[src/rtl/vga_pkg.sv]
// Shared video-timing definitions: default 800x600@60 timing constants, the
// timing bundle handed to downstream draw stages, and a total-period helper.
package vga_pkg;

  localparam int unsigned CntW = 11;

  localparam int unsigned HActive = 800;
  localparam int unsigned HFp     = 40;
  localparam int unsigned HSync   = 128;
  localparam int unsigned HBp     = 88;
  localparam int unsigned HTotal  = HActive + HFp + HSync + HBp;

  localparam int unsigned VActive = 600;
  localparam int unsigned VFp     = 1;
  localparam int unsigned VSync   = 4;
  localparam int unsigned VBp     = 23;
  localparam int unsigned VTotal  = VActive + VFp + VSync + VBp;

  // Timing bundle passed along the draw_bg/draw_rect/draw_mouse pipeline.
  typedef struct packed {
    logic [CntW-1:0] hcount;
    logic [CntW-1:0] vcount;
    logic            hsync;
    logic            vsync;
    logic            hblnk;
    logic            vblnk;
  } vga_timing_t;

  function automatic int unsigned vga_total(input int unsigned active, input int unsigned fp,
                                            input int unsigned sync, input int unsigned bp);
    return active + fp + sync + bp;
  endfunction

endpackage

[src/rtl/vga_axis_cnt.sv]
// One timing axis: wrapping position counter with registered blank/sync decode.
// Decodes are computed from the next count so they line up with count_o.
module vga_axis_cnt
  import vga_pkg::*;
#(
  parameter int unsigned CNT_W  = 11,
  parameter int unsigned ACTIVE = 800,
  parameter int unsigned FP     = 40,
  parameter int unsigned SYNC   = 128,
  parameter int unsigned BP     = 88,
  parameter logic        POL    = 1'b1
) (
  input  logic             clk_i,
  input  logic             rst_i,
  input  logic             advance_i,
  output logic [CNT_W-1:0] count_o,
  output logic             wrap_o,
  output logic             blank_o,
  output logic             sync_o,
  output logic             blank_next_o
);

  localparam int unsigned      Total      = vga_total(ACTIVE, FP, SYNC, BP);
  localparam logic [CNT_W-1:0] LastCnt    = CNT_W'(Total - 1);
  localparam logic [CNT_W-1:0] ActiveC    = CNT_W'(ACTIVE);
  localparam logic [CNT_W-1:0] SyncStartC = CNT_W'(ACTIVE + FP);
  localparam logic [CNT_W-1:0] SyncEndC   = CNT_W'(ACTIVE + FP + SYNC);

  logic [CNT_W-1:0] count_d, count_q;
  logic             blank_d, blank_q;
  logic             sync_d, sync_q;

  // Wrap is a next-state indication: the count returns to 0 at the coming edge.
  assign wrap_o = advance_i && (count_q == LastCnt);

  // Next count and the decodes that will accompany it.
  always_comb begin
    count_d = count_q;
    if (advance_i) begin
      count_d = wrap_o ? '0 : count_q + CNT_W'(1);
    end
    blank_d = (count_d >= ActiveC);
    sync_d  = ((count_d >= SyncStartC) && (count_d < SyncEndC)) ? POL : ~POL;
  end

  // Counter and decode registers.
  always_ff @(posedge clk_i) begin
    if (rst_i) begin
      count_q <= '0;
      blank_q <= 1'b0;
      sync_q  <= ~POL;
    end else begin
      count_q <= count_d;
      blank_q <= blank_d;
      sync_q  <= sync_d;
    end
  end

  assign count_o      = count_q;
  assign blank_o      = blank_q;
  assign sync_o       = sync_q;
  assign blank_next_o = blank_d;

endmodule

[src/rtl/vga_timing_gen.sv]
// Parametrised VGA timing generator: counters, sync/blank, data enable and
// line/frame start strobes, all registered and aligned with hcount/vcount.
// Optional frame counter output enabled by defining VGA_TIMING_FRAME_CNT_EN.
module vga_timing_gen
  import vga_pkg::*;
#(
  parameter int unsigned CNT_W     = CntW,
  parameter int unsigned H_ACTIVE  = HActive,
  parameter int unsigned H_FP      = HFp,
  parameter int unsigned H_SYNC    = HSync,
  parameter int unsigned H_BP      = HBp,
  parameter int unsigned V_ACTIVE  = VActive,
  parameter int unsigned V_FP      = VFp,
  parameter int unsigned V_SYNC    = VSync,
  parameter int unsigned V_BP      = VBp,
  parameter logic        HSYNC_POL = 1'b1,
  parameter logic        VSYNC_POL = 1'b1
) (
  input  logic             clk,
  input  logic             rst,
  input  logic             ce,
  output logic [CNT_W-1:0] hcount,
  output logic [CNT_W-1:0] vcount,
  output logic             hsync,
  output logic             vsync,
  output logic             hblnk,
  output logic             vblnk,
  output logic             de,
  output logic             line_start,
  output logic             frame_start
`ifdef VGA_TIMING_FRAME_CNT_EN
  ,
  output logic [15:0]      frame_cnt
`endif
);

  localparam int unsigned HTot = vga_total(H_ACTIVE, H_FP, H_SYNC, H_BP);
  localparam int unsigned VTot = vga_total(V_ACTIVE, V_FP, V_SYNC, V_BP);
  localparam longint unsigned CntSpan = longint'(1) << CNT_W;

  if (longint'(HTot) > CntSpan || longint'(VTot) > CntSpan) begin : g_width_check
    $fatal(1, "vga_timing_gen: H or V total does not fit in CNT_W bits");
  end
  if (H_ACTIVE == 0 || H_FP == 0 || H_SYNC == 0 || H_BP == 0 ||
      V_ACTIVE == 0 || V_FP == 0 || V_SYNC == 0 || V_BP == 0) begin : g_zero_check
    $fatal(1, "vga_timing_gen: timing parameters must all be non-zero");
  end

  logic h_wrap, v_wrap;
  logic h_blank_next, v_blank_next;

  vga_axis_cnt #(
    .CNT_W  (CNT_W),
    .ACTIVE (H_ACTIVE),
    .FP     (H_FP),
    .SYNC   (H_SYNC),
    .BP     (H_BP),
    .POL    (HSYNC_POL)
  ) u_h_cnt (
    .clk_i        (clk),
    .rst_i        (rst),
    .advance_i    (ce),
    .count_o      (hcount),
    .wrap_o       (h_wrap),
    .blank_o      (hblnk),
    .sync_o       (hsync),
    .blank_next_o (h_blank_next)
  );

  // Vertical axis steps once per horizontal wrap, so vsync edges land on hcount=0.
  vga_axis_cnt #(
    .CNT_W  (CNT_W),
    .ACTIVE (V_ACTIVE),
    .FP     (V_FP),
    .SYNC   (V_SYNC),
    .BP     (V_BP),
    .POL    (VSYNC_POL)
  ) u_v_cnt (
    .clk_i        (clk),
    .rst_i        (rst),
    .advance_i    (h_wrap),
    .count_o      (vcount),
    .wrap_o       (v_wrap),
    .blank_o      (vblnk),
    .sync_o       (vsync),
    .blank_next_o (v_blank_next)
  );

  logic de_d, de_q;
  logic line_start_d, line_start_q;
  logic frame_start_d, frame_start_q;

  // Data enable and strobes from next-state decodes; wraps already include ce.
  always_comb begin
    de_d          = ~h_blank_next & ~v_blank_next;
    line_start_d  = h_wrap;
    frame_start_d = h_wrap & v_wrap;
  end

  // Data enable and strobe registers.
  always_ff @(posedge clk) begin
    if (rst) begin
      de_q          <= 1'b1;
      line_start_q  <= 1'b0;
      frame_start_q <= 1'b0;
    end else begin
      de_q          <= de_d;
      line_start_q  <= line_start_d;
      frame_start_q <= frame_start_d;
    end
  end

  assign de          = de_q;
  assign line_start  = line_start_q;
  assign frame_start = frame_start_q;

`ifdef VGA_TIMING_FRAME_CNT_EN
  logic [15:0] frame_cnt_d, frame_cnt_q;

  // Frame counter bumps together with the frame_start strobe, wrapping freely.
  always_comb begin
    frame_cnt_d = frame_cnt_q;
    if (frame_start_d) begin
      frame_cnt_d = frame_cnt_q + 16'd1;
    end
  end

  // Frame counter register.
  always_ff @(posedge clk) begin
    if (rst) begin
      frame_cnt_q <= '0;
    end else begin
      frame_cnt_q <= frame_cnt_d;
    end
  end

  assign frame_cnt = frame_cnt_q;
`endif

endmodule

[config.mk]
export PLATFORM = sky130hd
export DESIGN_NAME = vga_timing_gen
export DESIGN_NICKNAME = d
export VERILOG_FILES = /design/src/rtl/vga_pkg.sv /design/src/rtl/vga_axis_cnt.sv /design/src/rtl/vga_timing_gen.sv
export SDC_FILE = /design/constraint.sdc
export NUM_CORES = 1
export LEC_CHECK = 0
export ABC_AREA = 1
export ABC_CLOCK_PERIOD_IN_PS = 1700
export CELL_PAD_IN_SITES_DETAIL_PLACEMENT = 1
export CELL_PAD_IN_SITES_GLOBAL_PLACEMENT = 1
export CORE_ASPECT_RATIO = 0.7
export CORE_MARGIN = 2
export CORE_UTILIZATION = 34
export CTS_BUF_LIST = sky130_fd_sc_hd__clkbuf_4 sky130_fd_sc_hd__clkbuf_8
export CTS_CLUSTER_SIZE = 30
export DETAILED_ROUTE_END_ITERATION = 12
export HOLD_SLACK_MARGIN = 0.05
export PLACE_DENSITY_LB_ADDON = 0.1
export SLEW_MARGIN = 20
export SYNTH_ARGS = -nofsm -noshare
export SYNTH_HDL_FRONTEND = slang
export SYNTH_SLANG_ARGS = --single-unit
[constraint.sdc]
create_clock -name clk -period 1.7 [get_ports clk]
set_input_delay 0.255 -clock clk [delete_from_list [all_inputs] [get_ports clk]]
set_output_delay 0.255 -clock clk [all_outputs]
set_load 0.1 [all_outputs]
## Yosys cells after proc, flatten, opt, wreduce, memory -nomap -nowiden

Cells that the tools add are included.

- Bits in registers: 29
- Bits in latches: 0
- Memory bits (writable): 0
- Bits in read-only memories: 0
- Output and inout bits: 29
- Memories: 0

- Add/sub/neg operators: 2
- Multipliers: 0
- Div/mod/pow operators: 0
- $lt $le $gt $ge: 6
- Equality and inequality tests: 2
- Shifts and indexed selects: 0
- Multiplexer cells: 6
- Bitwise gates (word level): 4
- Reduce and logical (&&, ||, !) cells: 4

Operator list:

| kind | count |
|---|---|
| greater-or-equal comparator 11 x 10 -> 1 bit (second input constant) | 4 |
| 2-to-1 mux 11 bit | 4 |
| adder 11 x 1 -> 11 bit (second input constant) | 2 |
| less-than comparator 11 x 10 -> 1 bit (second input constant) | 2 |
| == test 11 x 10 -> 1 bit (second input constant) | 1 |
| == test 11 bit (second input constant) | 1 |
| logical AND 1 bit | 4 |
| bitwise AND 1 bit | 2 |
| 2-to-1 mux 1 bit | 2 |
| inverter 1 bit | 2 |

## Longest topological paths before layout

Gate-level depths: netlist (run 1).

- Depth in word-level cells: 8
- Gate-level depth with buffers: 15

## Cells and area by module

Synthesis (run 1) repeated with hierarchy kept, for this count alone.

- Cell total of the unflattened synthesis: 264
- Area total of the unflattened synthesis: 1747.9 µm²

By module, submodules not included:

| module | times used | cells an instance | area each (µm²) | sequential area each (µm²) |
|---|---|---|---|---|
| vga_axis_cnt (u_v_cnt) | 1 | 134 | 880.8 | 260.2 |
| vga_axis_cnt (u_h_cnt) | 1 | 121 | 777.0 | 260.2 |
| vga_timing_gen | 1 | 9 | 90.1 | 60.1 |

## Least setup slack after synthesis (run 1)

Ideal clock, no wire load.

- Path type: reg-to-reg
- Start: register u_v_cnt.count_q[0] (netlist: u_v_cnt.count_o[0])
- End: register u_v_cnt.sync_q (netlist: u_v_cnt.sync_o)
- Setup time: 0.118 ns
- Data arrival time: 2.433 ns
- Required time: 1.582 ns
- Setup slack: -0.851 ns
- Stages on the path, launching flop included: 15
- Buffers on the path: 0
- Clock period less this slack: 2.551 ns
- Path through: dfxtp_1 -> ha_1 -> inv_1 -> nor2_4 -> nand3_4 -> nor2_4 -> nand2_2 -> nand2_2 -> nand2_2 -> nor2_4 -> inv_2 -> nor2_4 -> nand3b_1 -> nand2_1 -> nor2_1

- Word-level cells in the longest chain between the ends: 7
- Elaborated cells between the ends (all ways): 9
- Those cells by class: add/sub (1); order compare (2); eq/ne (1); mux (3); reduce/logical (2)

Ends and longest elaborated chain:

| element | line | source |
|---|---|---|
| start: declaration | vga_axis_cnt.sv:29 | `logic [CNT_W-1:0] count_d, count_q;` |
| start signal: assignment | vga_axis_cnt.sv:53 | `count_q <= count_d;` |
| parallel branches: the longest is 3 deep, another holds adder 11 x 1 -> 11 bit | -- |  |
| 2-to-1 mux 11 bit * | vga_axis_cnt.sv:39 | `if (advance_i) begin` |
| greater-or-equal comparator 11 x 10 -> 1 bit / less-than comparator 11 x 10 -> 1 bit (equally long branches) | vga_axis_cnt.sv:43 | `sync_d = ((count_d >= SyncStartC) && (count_d < SyncEndC)) ? POL : ~POL;` |
| logical AND 1 bit * | vga_axis_cnt.sv:43 |  |
| 2-to-1 mux 1 bit * | vga_axis_cnt.sv:43 |  |
| end signal: assignment | vga_axis_cnt.sv:51 | `sync_q <= ~POL;` |
| end signal: assignment | vga_axis_cnt.sv:55 | `sync_q <= sync_d;` |
| end: declaration | vga_axis_cnt.sv:31 | `logic sync_d, sync_q;` |

Mark *: on every way between the ends.
A chain may end at the register's enable or synchronous reset.

## Final worst setup path (run 1)

- Start: register u_v_cnt.count_q[8] (netlist: u_v_cnt.count_o[8])
- End: register u_v_cnt.sync_q (netlist: u_v_cnt.sync_o)

The elaborated chain is that of the path after synthesis.

==> results of run 1 <==
==> path summary, 6_finish.rpt <==
path                           start                  to  slack [ns]  cells past startpoint
setup / recovery  u_v_cnt.count_o[8]      u_v_cnt.sync_o       -0.47                     15
hold / removal                    ce  u_h_cnt.count_o[0]        0.57                      3
setup reg to reg  u_v_cnt.count_o[8]      u_v_cnt.sync_o       -0.47                     15
hold reg to reg   u_h_cnt.count_o[0]  u_h_cnt.count_o[0]        0.61                      2
==> logic make-up after synthesis <==
kind of cell | synth area share (%)
AOI/OAI and AO/OA | 7.38
xor gates and xnor gates | 2.01
adders and majority gates | 1.43
buffers and inverters | 9.03
DFF | 33.3
and+or+nand+nor | 46.9
==> per-layer routing <==
layer / track usage [%] / part of all wire, %
met1: 41.8 / 39
met5: 0 / 0
met4: 15.7 / 7.2
met2: 58.1 / 45
met3: 8.14 / 8.7
==> what timing repair did <==
item | in CTS | in global routing
resized for setup | 23 | 29
pin swaps | 9 | 23
setup endpoints to repair | 5 | 12
setup buffers | 5 | 13
hold buffers | 0 | 0
==> cells in the final DEF (no fill, tap or decap), drive strengths merged <==
master	n
a211oi	1
a21boi	1
a21oi	9
buf	107
bufinv	1
clkbuf	6
clkdlybuf4s50	1
dfxtp	29
dlygate4sd2	1
ha	2
inv	32
nand2	77
nand3	25
nand3b	1
nand4	7
nor2	53
nor3	4
o211ai	2
o21ai	7
o21bai	1
xnor2	1
xor2	3
==> power by group <==
| part | switching, mW | internal (mW) | leakage [nW] | total, mW |
|---|---|---|---|---|
| Sequential | 0.00569 | 0.665 | 0.249 | 0.671 |
| Clock | 0.323 | 0.478 | 0.0617 | 0.801 |
| Combinational | 0.0701 | 0.0409 | 1.16 | 0.111 |
==> per-stage QoR <==
| stage | TNS (ns) | worst slack [ns] | util [%] | hold slack (ns) |
|---|---|---|---|---|
| final | -1.86 | -0.470 | 69.4 | 0.570 |
| after global routing | -2.57 | -0.522 | 69.4 | 0.574 |
| after CTS | -0.787 | -0.187 | 66.2 | 0.534 |
| after detailed placement | -3.54 | -0.501 | 61.2 | 0.569 |
| after global placement | -2.21 | -0.358 | 61.2 | 0.545 |
| after floorplan | -0.559 | -0.158 | - | 0.465 |
==> area by class of cell <==
class / instances / share of cell area, %
clock buffer: 6 / 2.45
clock inverter: 2 / 1.07
inverter: 31 / 3.60
multi-input combinational: 194 / 35.3
sequential: 29 / 19.0
tap: 69 / 2.56
timing repair buffer: 109 / 36.0
==> worst max-delay path, delay by kind of cell (launching register included) <==
family	cells	cell delay (ns)
buffers and inverters	3	0.46
and+or+nand+nor	11	1.15
AOI/OAI and AO/OA	1	0.15
DFF	1	0.35
==> summary.log, run 1 <==
qor: layout.flow.area_growth_from_synthesis 93.4%
qor: floorplan.fp.dieH 63.9 um
qor: power_and_ir_drop.power_density_cells 469 mW/mm^2
qor: synth.synthesis.yosys.warnings 0
qor: synth.synth_area_leaders dfxtp_1 (33%), nand2_1 (15%), nor2_1 (8.6%)
qor: critical_path.worst-setup-path-type flop to flop
qor: synth.synth_top_area_cell dfxtp_1
qor: layout.register_area 641 sq um
qor: timing.slew_violations 0
qor: synth.netlist.area_leader.share 33.3%
qor: critical_path.critical-path-slowest-cell dfxtp_2
qor: status.failed_checks negative setup slack
qor: timing.fin_skew 0.0103 ns
qor: layout.num-nets-final 375
qor: power_and_ir_drop.irDropWorstVdd 428 uV
qor: route.dr_total_vias 2,543
qor: clocking.total_clock_buffers_created_by_cts 5
qor: power_and_ir_drop.power_leakage 1.47 nW
qor: synth.yosys_register_bits 29
qor: floorplan.fp.dieW 89.6 um
qor: route.drt_wl_total 11,100 um
qor: timing.final-setup-viol-count 13
qor: route.drt-vias-per-instance 5.78
qor: placed_design.dpl-instance-area 0.00297 sq mm
qor: grt.antenna_found_initial 0
qor: status.run_status complete, but fails checks
qor: clocking.clkSlewWorstSetupHoldPaths 0.08 ns
qor: clocking.clock_tree.root_cell clkbuf_8
qor: clocking.clk_latency 0.30 ns
qor: timing.hold_violations 0
qor: floorplan.start_util 35.9%
qor: timing.post-route-period-util 128%
qor: route.drc_errors 0
qor: route.post_drt_wl_per_cell 25.3 um
qor: run.max-cap-violations 0
qor: layout.drive_gt1_share 57.7%
qor: synth.synthesis.area 0.00175 sq mm
qor: critical_path.worstPathArrival 2.42 ns
qor: layout.design_area 0.00338 sq mm
qor: floorplan.floorplan.io_pins 32
qor: hold_path.worstHoldPathType input pin to flop
qor: layout.multi_input_area 0.00119 sq mm
qor: grt.grt_first_pass_wirelength 14,500 um
qor: clocking.clock_sinks 29
qor: synth.synth_enable_flop_cells 0
qor: synth.post_synth_inst_count 260
qor: timing.worst_margin_pin_slew 0.458 ns
qor: grt.grt_util_overall 34.8%
qor: timing.grt_setup_unrepaired yes
qor: synth.synthDistinctLibCells 31
qor: timing.maxSlewHeadroom 69.3%
qor: route.drtIter0Drc 187
qor: synth.synth.yosys.seq_area_share 33.3%
qor: route.pre_antenna_drt_iters 5
qor: grt.grt_start_max_net_pins 30
qor: clocking.tritoncts built
qor: grt.via_count_of_the_first_global_routing_pass 2,593
qor: floorplan.fp.coreArea 0.00486 sq mm
qor: grt.grt_remaining_overflow 0
qor: power_and_ir_drop.fin_total_pwr 1.58 mW
qor: placed_design.hpwl 5160 um
qor: critical_path.ordered_list_of_cells_on_the_worst_path inv_1 > nand2_1 > nor2_1 > nand3_2 > buf_4 > a21oi_2 > nor2_2 > buf_4 > nand2_2 > nand2_1 > nand2_1 > nand2_1 > nor2_1 > nand2_1 > nor2_1
qor: clocking.htree_levels 2
qor: layout.antenna_cells 0
qor: synth.post_synth_net_total 265
qor: floorplan.floorplan.die_area 0.00573 sq mm
qor: floorplan.number_of_standard_cell_rows_in_the_floorplan 21
qor: placed_design.buffer_ports.inserted 31
qor: layout.layout.cells.non_filler 440
qor: synth.synth_area_per_cell 6.71 sq um
qor: timing.setup_ws -0.470 ns
qor: placed_design.place_inst 417
qor: timing.min_period 2.17 ns
qor: synth.postSynth.asyncResetShare 0%
qor: placed_design.finalWeightedCongestion 0.832
qor: critical_path.timing.critical_path.fanout_max 3
qor: critical_path.worst_setup_path_start_kind flop
qor: route.drt.antenna.violating_nets 0
qor: timing.fmax 461 MHz
qor: synth.synth_flop_cell dfxtp_1
qor: synth.post_synth_most_frequent_cells nand2_1 (68), nor2_1 (40), dfxtp_1 (29)
qor: critical_path.path_common_cell nand2_1
qor: clocking.deepest_clock_path_buffer_count 2
qor: critical_path.required_time_at_the_endpoint_of_the_critical_path 1.95 ns
qor: layout.layout.filler_cells 553
qor: critical_path.end_kind flop
qor: synth.synthMostInstantiatedCell nand2_1
qor: critical_path.worst_path_largest_cell_delay 0.35 ns
No activity file was read; power rests on OpenSTA's default activity.
==> run 2: changes to the inputs <==
--- a/config.mk
+++ b/config.mk
@@ -6,7 +6,7 @@
 export NUM_CORES = 1
 export LEC_CHECK = 0
 export ABC_AREA = 1
-export ABC_CLOCK_PERIOD_IN_PS = 1700
+export ABC_CLOCK_PERIOD_IN_PS = 2350
 export CELL_PAD_IN_SITES_DETAIL_PLACEMENT = 1
 export CELL_PAD_IN_SITES_GLOBAL_PLACEMENT = 1
 export CORE_ASPECT_RATIO = 0.7
==> constraint.sdc (replaced) <==
create_clock -name clk -period 2.35 [get_ports clk]
set_input_delay 0.3525 -clock clk [delete_from_list [all_inputs] [get_ports clk]]
set_output_delay 0.3525 -clock clk [all_outputs]
set_load 0.1 [all_outputs]
==> run 2 against run 1 <==
Effect of this change:
- the flow now finishes without violations
- setup slack improved by 0.81 ns
- critical path depth shrank 3
- highest routed layer unchanged
- final cell count is 16% lower
- global-route usage decreased by 16 points
- clock power down 48%
- register-to-register slack gained 0.81 ns
- largest cell class is now multi-input gates
==> summary.log, run 2 (synthesis results as in run 1) <==
qor: status.run_status completed
qor: grt.antenna_found_initial 0 [unchanged]
qor: route.drtIter0Drc 49 [-74%]
qor: clocking.postCtsSetupRepairBufs 0 [-5]
qor: layout.num-nets-final 305 [-19%]
qor: critical_path.worst-setup-path-type flop to flop
qor: grt.globalRoute.busiestLayer met1
qor: timing.fin_skew 0.00465 ns [-0.00564 ns]
qor: layout.flow.area_growth_from_synthesis 25.9%
qor: clocking.ctsHoldBuffers 0 [unchanged]
qor: grt.groute.layer.met1.usage 30.1% [-12 points]
qor: layout.antenna_cells 0 [unchanged]
qor: clocking.total_clock_buffers_created_by_cts 5 [unchanged]
qor: floorplan.floorplan.die_area 0.00573 sq mm [unchanged]
qor: clocking.htree_levels 2 [unchanged]
qor: timing.final-setup-viol-count 0 [-13]
qor: clocking.clkSlewWorstSetupHoldPaths 0.06 ns [-0.02 ns]
qor: clocking.tritoncts built
qor: route.drt-vias-per-instance 4.66 [-19%]
qor: route.post_drt_wl_per_cell 13.4 um [-47%]
qor: grt.grt_remaining_overflow 0 [unchanged]
qor: timing.worst_margin_pin_slew 0.325 ns [-0.133 ns]
qor: power_and_ir_drop.power_density_cells 441 mW/mm^2 [-5.8%]
qor: critical_path.r2r_setup_slack 0.34 ns [+0.81 ns]
qor: timing.grt_setup_unrepaired no
qor: critical_path.required_time_at_the_endpoint_of_the_critical_path 2.52 ns [+0.57 ns]
qor: placed_design.finalWeightedCongestion 0.811 [-2.5%]
qor: clocking.clock_tree.root_cell clkbuf_8
qor: power_and_ir_drop.fin_total_pwr 0.970 mW [-39%]
qor: layout.drive_gt1_share 28.9% [-29 points]
qor: floorplan.start_util 35.9% [unchanged]
qor: timing.hold_violations 0 [unchanged]
qor: floorplan.fp.dieH 63.9 um [unchanged]
qor: floorplan.fp.coreArea 0.00486 sq mm [unchanged]
qor: route.pre_antenna_drt_iters 4 [-1]
qor: floorplan.fp.dieW 89.6 um [unchanged]
qor: placed_design.hpwl 3960 um [-23%]
qor: run.max-cap-violations 0 [unchanged]
qor: grt.via_count_of_the_first_global_routing_pass 1,616 [-38%]
qor: grt.grt_start_max_net_pins 30 [unchanged]
qor: power_and_ir_drop.irDropWorstVdd 286 uV [-33%]
qor: floorplan.number_of_standard_cell_rows_in_the_floorplan 21 [unchanged]
qor: timing.slew_violations 0 [unchanged]
qor: hold_path.worstHoldPathType flop to flop
qor: route.drt_wl_total 4940 um [-56%]
qor: layout.most_frequent_standard_cell_in_the_layout_excluding_fill_and_tap_cells nand2_1
qor: timing.final.setup.tns 0 ns [+1.86 ns]
qor: power_and_ir_drop.power_leakage 0.967 nW [-34%]
qor: clocking.clock_sinks 29 [unchanged]
qor: critical_path.worst_setup_path_start_kind flop
qor: grt.grt_first_pass_wirelength 8140 um [-44%]
qor: floorplan.floorplan.io_pins 32 [unchanged]
qor: clocking.deepest_clock_path_buffer_count 2 [unchanged]
qor: grt.grt.met2_usage 24.4% [-34 points]
qor: timing.fmax 498 MHz [+8.0%]
qor: critical_path.timing.critical_path.fanout_max 5 [+2]
qor: timing.maxSlewHeadroom 78.3% [+9.0 points]
qor: placed_design.buffer_ports.inserted 31 [unchanged]
qor: critical_path.end_kind flop
qor: route.drc_errors 0 [unchanged]
qor: clocking.cts_resized 0 [-100%]
qor: layout.layout.cells.most_common_list nand2_1 (68), nor2_1 (40), buf_4 (36)
qor: timing.post-route-period-util 85.5% [-42 points]
qor: critical_path.worstPathArrival 2.18 ns [-0.24 ns]
qor: grt.globalRouteMet3Util 4.01% [-4.1 points]
qor: grt.grt_util_overall 18.7% [-16 points]
qor: route.dr_total_vias 1,724 [-32%]
qor: route.drt.antenna.violating_nets 0 [unchanged]
qor: timing.min_period 2.01 ns [-0.161 ns]
qor: clocking.clk_latency 0.27 ns [-0.03 ns]
## run 2: changes by cell type in the layout (fill, tap and decap cells not counted), sizes merged
cell | before | now
clkdlybuf4s50 | 1 | 2
inv | 32 | 31
dlygate4sd2 | 1 | 0
bufinv | 1 | 0
clkbuf | 6 | 8
buf | 107 | 37
## run 2: worst max-delay path: stages (launching register included)
cell and delay (ns):
dfxtp_2 0.37, ha_1 0.19, nand2_2 0.10, nor2_4 0.14, nand3_2 0.13, nor2_4 0.18, nand4_1 0.22, nand2_1 0.17
nand2_1 0.10, nor2_4 0.11, nand2_1 0.08, nand3_1 0.07, nand2_1 0.05
## run 2: per-layer routing
| metal | up-vias | part of all wire (%) |
|---|---|---|
| met2 | 29 | 38 |
| met4 | 0 | 0.57 |
| met1 | 787 | 57 |
| met3 | 2 | 4.2 |
| met5 | - | 0 |
| li1 | 906 | - |
## run 2: path summary, 6_finish.rpt
| kind | startpoint | end | cells past startpoint |
|---|---|---|---|
| worst min register to register | u_h_cnt.count_o[0] | u_h_cnt.count_o[0] | 1 |
| worst min-delay path | u_h_cnt.count_o[0] | u_h_cnt.count_o[0] | 1 |
| worst max register to register | u_h_cnt.count_o[0] | de | 12 |
| worst max-delay path | u_h_cnt.count_o[0] | de | 12 |
## run 2: final cells by class
class	instances	area, sq um
fill	639	2660
multi-input combinational	194	1010
sequential	29	587
timing repair buffer	39	310
inverter	31	116
clock buffer	8	91.3
tap	69	86.3
## run 2: through the flow
step / area, sq um / hold WS, ns / std cells / util [%] / setup WS (ns)
2_1_floorplan: 1750 / 0.565 / 260 / - / 0.0469
3_3_place_gp: 2110 / 0.478 / 362 / 43.3 / 0.122
3_5_place_dp: 2110 / 0.476 / 362 / 43.3 / 0.108
4_1_cts: 2200 / 0.493 / 370 / 45.2 / 0.334
5_1_grt: 2200 / 0.522 / 370 / 45.2 / 0.182
6_report: 2200 / 0.486 / 370 / 45.2 / 0.340
## run 2: power breakdown
part / leakage [nW] / switching, mW / internal [mW]
logic: 0.681 / 0.0387 / 0.0127
registers: 0.236 / 0.00384 / 0.495
clock network: 0.0498 / 0.176 / 0.245
